[src/rtl/rs232_pkg.sv]
// rs232_pkg: shared receiver/transmitter state encoding and default link timing.
package rs232_pkg;
    typedef enum logic [2:0] {IDLE, START, DATA, STOP, GAPWAIT, BREAKWAIT} rx_state_t;
    localparam int DEF_CLKS_PER_BIT = 48;
    localparam int DEF_BYTES_PER_WORD = 4;
endpackage

[src/rtl/rs232_sync_edge.sv]
// rs232_sync_edge: 2-flop synchroniser with falling-edge detect; idles high.
module rs232_sync_edge (
    input  logic clk,
    input  logic rst,
    input  logic a,
    output logic s,
    output logic fall
);
    logic [2:0] r;
    always_ff @(posedge clk) r <= rst ? 3'b111 : {r[1:0], a};
    assign s = r[1];
    assign fall = r[2] & ~r[1];
endmodule

[src/rtl/rs232_rx_word.sv]
// rs232_rx_word: receives 8N1 characters LSB first and packs them into words, byte 0 in the low lane.
module rs232_rx_word
    import rs232_pkg::*;
#(
    parameter int CLKS_PER_BIT = DEF_CLKS_PER_BIT,
    parameter int BYTES_PER_WORD = DEF_BYTES_PER_WORD,
    parameter int GAP_TIMEOUT_BITS = 16
) (
    input  logic                        clk,
    input  logic                        rst,
    input  logic                        rx_in,
    output logic [8*BYTES_PER_WORD-1:0] word_out,
    output logic                        word_valid,
    output logic                        frame_err,
    output logic                        gap_err
);
    localparam int TW = $clog2(CLKS_PER_BIT);
    localparam int BW = $clog2(BYTES_PER_WORD + 1);
    localparam int GW = $clog2(GAP_TIMEOUT_BITS + 1);
    localparam logic [TW-1:0] T_LAST = TW'(CLKS_PER_BIT - 1);
    localparam logic [TW-1:0] T_HALF = TW'(CLKS_PER_BIT / 2 - 1);
    localparam logic [BW-1:0] B_LAST = BW'(BYTES_PER_WORD - 1);
    localparam logic [GW-1:0] G_MAX = GW'(GAP_TIMEOUT_BITS);
    rx_state_t st;
    logic rxs, fall;
    logic [TW-1:0] tmr;
    logic [2:0] bit_cnt;
    logic [BW-1:0] byte_cnt;
    logic [GW-1:0] gap_cnt;
    logic [7:0] sh;
    logic [8*BYTES_PER_WORD-1:0] asm_reg, asm_nx;
    rs232_sync_edge u_sync (.clk(clk), .rst(rst), .a(rx_in), .s(rxs), .fall(fall));
    // assembly register with the byte just framed dropped into its lane
    always_comb begin
        asm_nx = asm_reg;
        asm_nx[8*byte_cnt +: 8] = sh;
    end
    always_ff @(posedge clk) begin
        if (rst) begin
            st <= IDLE;
            tmr <= '0;
            bit_cnt <= '0;
            byte_cnt <= '0;
            gap_cnt <= '0;
            sh <= '0;
            asm_reg <= '0;
            word_out <= '0;
            word_valid <= 1'b0;
            frame_err <= 1'b0;
            gap_err <= 1'b0;
        end else begin
            word_valid <= 1'b0;
            frame_err <= 1'b0;
            gap_err <= 1'b0;
            tmr <= (tmr == T_LAST) ? '0 : tmr + 1'b1;
            case (st)
                IDLE: begin
                    tmr <= '0;
                    if (!rxs) st <= START;
                end
                START: if (tmr == T_HALF) begin
                    tmr <= '0;
                    bit_cnt <= '0;
                    frame_err <= rxs;
                    st <= rxs ? IDLE : DATA;
                end
                DATA: if (tmr == T_LAST) begin
                    sh <= {rxs, sh[7:1]};
                    bit_cnt <= bit_cnt + 3'd1;
                    if (bit_cnt == 3'd7) st <= STOP;
                end
                STOP: if (tmr == T_LAST) begin
                    if (!rxs) begin
                        frame_err <= 1'b1;
                        byte_cnt <= '0;
                        st <= BREAKWAIT;
                    end else if (byte_cnt == B_LAST) begin
                        word_out <= asm_nx;
                        word_valid <= 1'b1;
                        byte_cnt <= '0;
                        st <= IDLE;
                    end else begin
                        asm_reg <= asm_nx;
                        byte_cnt <= byte_cnt + 1'b1;
                        tmr <= '0;
                        gap_cnt <= '0;
                        st <= GAPWAIT;
                    end
                end
                // a start edge beats a coincident timeout
                GAPWAIT: if (fall) begin
                    tmr <= '0;
                    st <= START;
                end else if (gap_cnt == G_MAX) begin
                    gap_err <= 1'b1;
                    byte_cnt <= '0;
                    st <= IDLE;
                end else if (tmr == T_LAST) begin
                    gap_cnt <= gap_cnt + 1'b1;
                end
                BREAKWAIT: if (rxs) st <= IDLE;
                default: st <= IDLE;
            endcase
        end
    end
endmodule
[config.mk]
export PLATFORM = sky130hd
export DESIGN_NAME = rs232_rx_word
export DESIGN_NICKNAME = d
export VERILOG_FILES = /design/src/rtl/rs232_pkg.sv /design/src/rtl/rs232_sync_edge.sv /design/src/rtl/rs232_rx_word.sv
export SDC_FILE = /design/constraint.sdc
export NUM_CORES = 1
export LEC_CHECK = 0
export CAP_MARGIN = 20
export CORE_MARGIN = 2
export CORE_UTILIZATION = 45
export DETAILED_ROUTE_END_ITERATION = 6
export MAX_ROUTING_LAYER = met4
export RECOVER_POWER = 100
export SYNTH_ARGS = -nofsm -noshare
export SYNTH_HDL_FRONTEND = slang
export SYNTH_HIERARCHICAL = 1
export SYNTH_SLANG_ARGS = --single-unit
[constraint.sdc]
create_clock -name clk -period 3 [get_ports clk]
set_input_delay 0.6 -clock clk [delete_from_list [all_inputs] [get_ports clk]]
set_output_delay 0.6 -clock clk [all_outputs]
set_load 0.005 [all_outputs]
==> key figures, run 1 <==
Run status
  • Status: complete, but fails checks
  • Failing checks: max-capacitance violations, max-slew violations

CTS
  • Post-CTS Setup Bufs: 0
  • Clock sink total: 98
  • Clock root buffer: clkbuf_8
  • CTS tree: done
  • Hold_buf cts: 0
  • H-tree Lvls: 3
  • Clk slew on worst S/H paths: 0.10 ns
  • CTS Buf Count: 9
  • Worst-Skew Late Latency: roughly 0.35 ns
  • Clock buffer depth: 2
  • CTS resizes: 0

Synthesis
  • Post-synth EDFFs: 0
  • Cell variety after synth: 48
  • Seq cells post-synth: 98
  • Syn Inst Count: approximately 450
  • Avg Synthesized Cell Area: between 9 and 10 µm²
  • Synth Net Count: 460
  • Prevailing post-synth register cell: dfxtp_1
  • Cell Area, Synth: a little over 4000 µm²
  • Sequential area share after synthesis: 0.474
  • Fraction of registers with async set/reset: 0
  • Ys Warns: 6

STA
  • Slew Viols, Final: 36
  • Final period utilization: 0.833
  • Fin crit period: ~2.5 ns
  • Clock skew: about 0.014 ns
  • Final hold vios: 0
  • RSZ-0062 raised after global routing: no
  • Worst-Margin Slew: approximately 1.6 ns
  • Total negative slack: 0 ns
  • Max transition margin: -0.0814
  • # setup viols final: 0
  • Fmax: about 0.40 GHz

Setup path
  • Peak per-stage delay on the critical path: ~0.67 ns
  • Worst setup EP type: register
  • Slowest cell on crit path: nor3_2
  • Critical path origin: byte_cnt[0]
  • Reg2reg setup slack: 0.50 ns
  • Crit path buf inv count: 1
  • FF-to-FF path depth: 8
  • Crit path launch type: register
  • WP data required: around 3.2 ns
  • CP arrival: ~2.7 ns
  • Worst-path fanout max: 8
  • Reg-to-Reg Start: byte_cnt[0]
  • Critical path class: reg -> reg
  • CP cell instances: inv_1 -> ha_1 -> ha_1 -> nor2_1 -> nand4_1 -> nor3_2 -> mux2i_1 -> nor2_1
  • CP Depth: 8
  • Kind of cell adding the most delay to the critical path: simple AND/OR/NAND/NOR gates

Global routing
  • Initial antenna violation count: 0
  • Total congestion overflow: 0
  • First-pass GRT wire length: 15.2 mm
  • Vias in the first global route: 3085
  • Largest net degree at the start of global routing: 65
  • Total track usage: 0.192

Cells and area
  • Share of layout cells above drive strength 1: 0.0503
  • Ant diodes: 0
  • NumNets Final: 485
  • Synth-to-Final Area Change: 14.5%
  • Final core area utilization: 0.538

Power
  • Max VDD drop: ~0.2 mV
  • Sw Pwr: between 0.4 and 0.5 mW
  • Total power: 2.21 mW
  • Int Power: about 1.7 mW
  • Leakage: roughly 1.6 nW
  • P per Cell Area: 466 nW/µm²
  • Combinational power share: 0.018
  • Clock share of power: 0.390
  • Seq pwr share: 0.592
  • Sw Ratio: 0.225

Route
  • WL/cell: approximately 15 µm
  • Post-DR vias/cell: approximately 5.6
  • Iteration count of the initial detailed-routing pass: 4
  • Final ANT Viol Nets: 0
  • DRT iter0 DRCs: approximately 160
  • Routed WL: roughly 9 mm
  • Vias: approximately 3.3k
  • DRC viols: 0

Min path
  • Hold path startpoint: u_sync/r[0]
  • Worst Hold Class: reg -> reg
  • Hold Crit Depth: 1

Placement
  • DP HPWL: 5.83 mm
  • IO buf count: 37
  • GPL Wtd Cong: around 0.85

Floorplanning
  • Die X: about 100 µm
  • Std cell rows: 34
  • Starting Density: 0.470
  • CORE AREA: a little under 9000 µm²
  • I/O Pins: 38
  • Die height: around 100 µm
  • Die area: 9980 µm²

Job
  • Max Cap Viol: 1
## logic make-up after synthesis
kind of cell / count (synthesis) / share of synthesized area
buf+inv: 35 / 0.0369
flops: 98 / 0.474
fa+ha+maj: 10 / 0.0302
xor+xnor: 7 / 0.0148
compound gates: 108 / 0.188
mux: 25 / 0.0605
simple gates: 164 / 0.196
## per-stage QoR
step | worst slack, ns | hold WS [ns] | cell area (µm²) | cells
5_1_grt | 0.271 | 0.452 | 4740 | 585
6_report | 0.502 | 0.413 | 4740 | 585
3_5_place_dp | 0.585 | 0.389 | 4580 | 569
2_1_floorplan | 0.698 | 0.383 | 4140 | 447
4_1_cts | 0.566 | 0.412 | 4780 | 585
3_3_place_gp | 0.685 | 0.390 | 4580 | 569
## synth_stat cells, types with 2 or more instances
cell / count / area (µm²)
a32oi_1: 9 / 78.8
and2_1: 2 / 12.5
or2_1: 3 / 18.8
nor2_1: 94 / 353
dfxtp_1: 98 / 1960
buf_1: 2 / 7.51
nor4b_1: 2 / 17.5
ha_1: 10 / 125
a22oi_1: 16 / 120
clkbuf_1: 16 / 60.1
a211oi_1: 56 / 420
mux2i_1: 25 / 250
nor3_1: 5 / 25.0
a21oi_1: 14 / 70.1
a22o_1: 2 / 17.5
xnor2_1: 6 / 52.6
o21ai_0: 6 / 30.0
nand3_1: 9 / 45.0
inv_1: 7 / 26.3
and3_1: 2 / 12.5
nand2b_1: 11 / 68.8
and2b_1: 2 / 15.0
nor2_2: 2 / 12.5
or3_1: 2 / 12.5
nand2_1: 12 / 45.0
nor2b_1: 3 / 18.8
buf_2: 8 / 40.0
and3b_1: 3 / 26.3
## worst reg2reg max path: stages (launching register included)
cell     delay (ns)
dfxtp_1        0.45
inv_1          0.13
ha_1           0.22
ha_1           0.32
nor2_1         0.10
nand4_1        0.17
nor3_2         0.67
mux2i_1        0.27
nor2_1         0.05
## layout make-up
class / count / area [µm²]
Clock buffer: 10 / 128
Clock inverter: 6 / 73.8
Fill cell: 825 / 4070
Inverter: 7 / 26.3
Multi-Input combinational cell: 314 / 2000
Sequential cell: 98 / 1960
Tap cell: 108 / 135
Timing Repair Buffer: 42 / 414
## path summary, 6_finish.rpt
kind / endpoint
min: u_sync/r[1]
max: asm_reg[2]
min reg2reg: u_sync/r[1]
max reg2reg: asm_reg[2]
## routing by layer
layer / share of wire / wire [µm] / track usage
met5: 0 / 0 / -
met4: 0.0072 / 65 / 0.0569
met3: 0.043 / 387 / 0.0251
met2: 0.43 / 3860 / 0.283
met1: 0.52 / 4660 / 0.277
## placed cells by master, fill, tap and decap left out, types with 3 or more instances in the layout
cell type / instances
nor3_1: 5
nor2b_1: 3
xnor2_1: 6
nor4b_1: 3
nand3_1: 10
nand2b_1: 11
o21ai_0: 6
mux2i_1: 25
a22oi_1: 16
ha_1: 10
clkbuf_8: 9
a32oi_1: 9
a211oi_1: 56
nand2_1: 13
dfxtp_1: 98
inv_1: 7
dlygate4sd3_1: 35
and3b_1: 3
buf_4: 3
nor2_1: 94
a21oi_1: 14
## power groups by stage
stage	clock, mW	combinational, mW	sequential, mW
2_1_floorplan	0	0.0329	1.33
3_3_place_gp	0	0.0398	1.34
3_5_place_dp	0	0.0403	1.34
4_1_cts	0.885	0.0403	1.31
5_1_grt	0.941	0.0439	1.31
6_report	0.861	0.0395	1.31
Note: power is estimated with default switching activity, not from simulation.
==> inputs of run 2 (changes only) <==
PLACE_DENSITY = 0.67   (was default)
clock period = 2 ns   (was 3 ns; I/O delays follow)
==> run 2 against run 1 <==
Compared with the run above: the flow now finishes without violations; first-iteration DRC count is 8.0% higher; clock-buffer cell count fell by 1; via count increased by 1.3%; cell count increased by 2.7%.
==> key figures, run 2 (synthesis results as in run 1) <==
Run status
  • Status: completed

Floorplanning
  • Starting Density: 0.470
  • Die area: 9980 µm²
  • Die height: ~100 µm
  • CORE AREA: between 8000 and 9000 µm²
  • I/O Pins: 38
  • Die X: roughly 100 µm
  • Std cell rows: 34

Power
  • Leakage: approximately 1.7 nW
  • P per Cell Area: around 640 nW/µm²
  • Max VDD drop: 0.387 mV

Global routing
  • Vias in the first global route: 3091
  • Largest net degree at the start of global routing: between 40 and 50
  • Initial antenna violation count: 0
  • Total congestion overflow: 0
  • First-pass GRT wire length: ~15 mm
  • Total track usage: 0.186

Cells and area
  • Share of layout cells above drive strength 1: 0.103
  • Ant diodes: 0
  • Commonest non-fill, non-tap cells in the layout: dfxtp_1, nor2_1, a211oi_1
  • NumNets Final: approximately 500
  • Synth-to-Final Area Change: 19.5%
  • Fillcell total: 803
  • Commonest non-fill, non-tap cell in the layout: dfxtp_1

STA
  • Total negative slack: 0 ns
  • Fmax: ~0.53 GHz
  • Final period utilization: 0.943
  • Clock skew: 0.0166 ns
  • Max transition margin: 0.479
  • Fin crit period: roughly 1.9 ns
  • RSZ-0062 raised after global routing: no
  • Worst-Margin Slew: between 0.7 and 0.8 ns
  • Final hold vios: 0
  • Hold slack: about 0.42 ns
  • # setup viols final: 0
  • Slew Viols, Final: 0

Route
  • Routed WL: slightly below 9 mm
  • Vias: 3347
  • Final ANT Viol Nets: 0
  • Post-DR vias/cell: 5.57
  • WL/cell: about 14 µm
  • DRC viols: 0
  • Iteration count of the initial detailed-routing pass: 4
  • DRT iter0 DRCs: 175

Min path
  • Worst Hold Class: reg -> reg

Job
  • Max Cap Viol: 0

CTS
  • H-tree Lvls: 3
  • Worst-Skew Late Latency: between 0.3 and 0.4 ns
  • Clock buffer depth: 2
  • Clk slew on worst S/H paths: roughly 0.090 ns
  • CTS tree: done
  • Hold_buf cts: 0
  • Clock root buffer: clkbuf_8
  • CTS Buf Count: 9
  • Clock sink total: roughly 100
  • Post-CTS Setup Bufs: 0

Placement
  • IO buf count: 37
  • GPL Wtd Cong: a little under 0.9
  • DP HPWL: 6.04 mm

Setup path
  • Most used cell along the critical path: nor2_1
  • WP data required: between 2 and 2.5 ns
  • Worst-path fanout max: 8
  • Critical path class: reg -> reg
  • Peak per-stage delay on the critical path: 0.34 ns
  • Slowest cell on crit path: dfxtp_1
  • Crit path launch type: register
  • Crit path buf inv count: 2
  • CP cell instances: inv_1 -> ha_2 -> ha_4 -> nor2_1 -> nand4_1 -> nor3_4 -> buf_12 -> mux2i_1 -> nor2_1
  • Kind of cell adding the most delay to the critical path: simple AND/OR/NAND/NOR gates
  • CP arrival: 2.10 ns
  • Worst setup EP type: register
==> run 2: through the flow <==
step           cells  total power, mW  cell area, µm²  setup WS (ns)  utilization
2_1_floorplan    447             2.05            4170         0.0126            -
3_3_place_gp     586             2.07            4760         0.0764        0.541
3_5_place_dp     586             2.07            4760        0.00602        0.541
4_1_cts          601             3.22            4940         0.0826        0.561
5_1_grt          601             3.29            4940         0.0128        0.562
6_report         601             3.17            4940          0.114        0.562
==> run 2: where the power goes <==
part           internal [mW]  total, mW  switching, mW
Combinational         0.0193     0.0664         0.0471
Clock                  0.460       1.15          0.688
Sequential              1.95       1.96        0.00364
==> run 2: what timing repair did <==
item / in CTS / in global routing
setup endpoints to repair: 1 / 17
gates resized for setup: 1 / 5
gates cloned: 0 / 0
==> run 2: cell type report <==
cell class / count / area, µm² / area share
clock buffers: 9 / 124 / 0.0251
clock inverters: 6 / 51.3 / 0.0104
multi-input cells: 314 / 2060 / 0.416
well taps: 108 / 135 / 0.0273
flip-flops and latches: 98 / 1960 / 0.397
inverters: 7 / 26.3 / 0.00531
repair buffers: 59 / 584 / 0.118
==> run 2: worst paths after layout <==
kind              slack (ns)  cells after the start           to   startpoint
setup / recovery        0.11                      9   asm_reg[1]  byte_cnt[1]
hold / removal          0.42                      1  u_sync/r[1]  u_sync/r[0]
setup reg to reg        0.11                      9   asm_reg[1]  byte_cnt[1]
hold reg to reg         0.42                      1  u_sync/r[1]  u_sync/r[0]
==> run 2: per-layer routing <==
metal  vias to the layer above  wire length [µm]  GRT usage
li1                       1695                 -          -
met4                         0                58     0.0569
met5                         -                 0          -
met1                      1580              4240      0.263
met3                         4               373     0.0272
met2                        68              4030      0.277
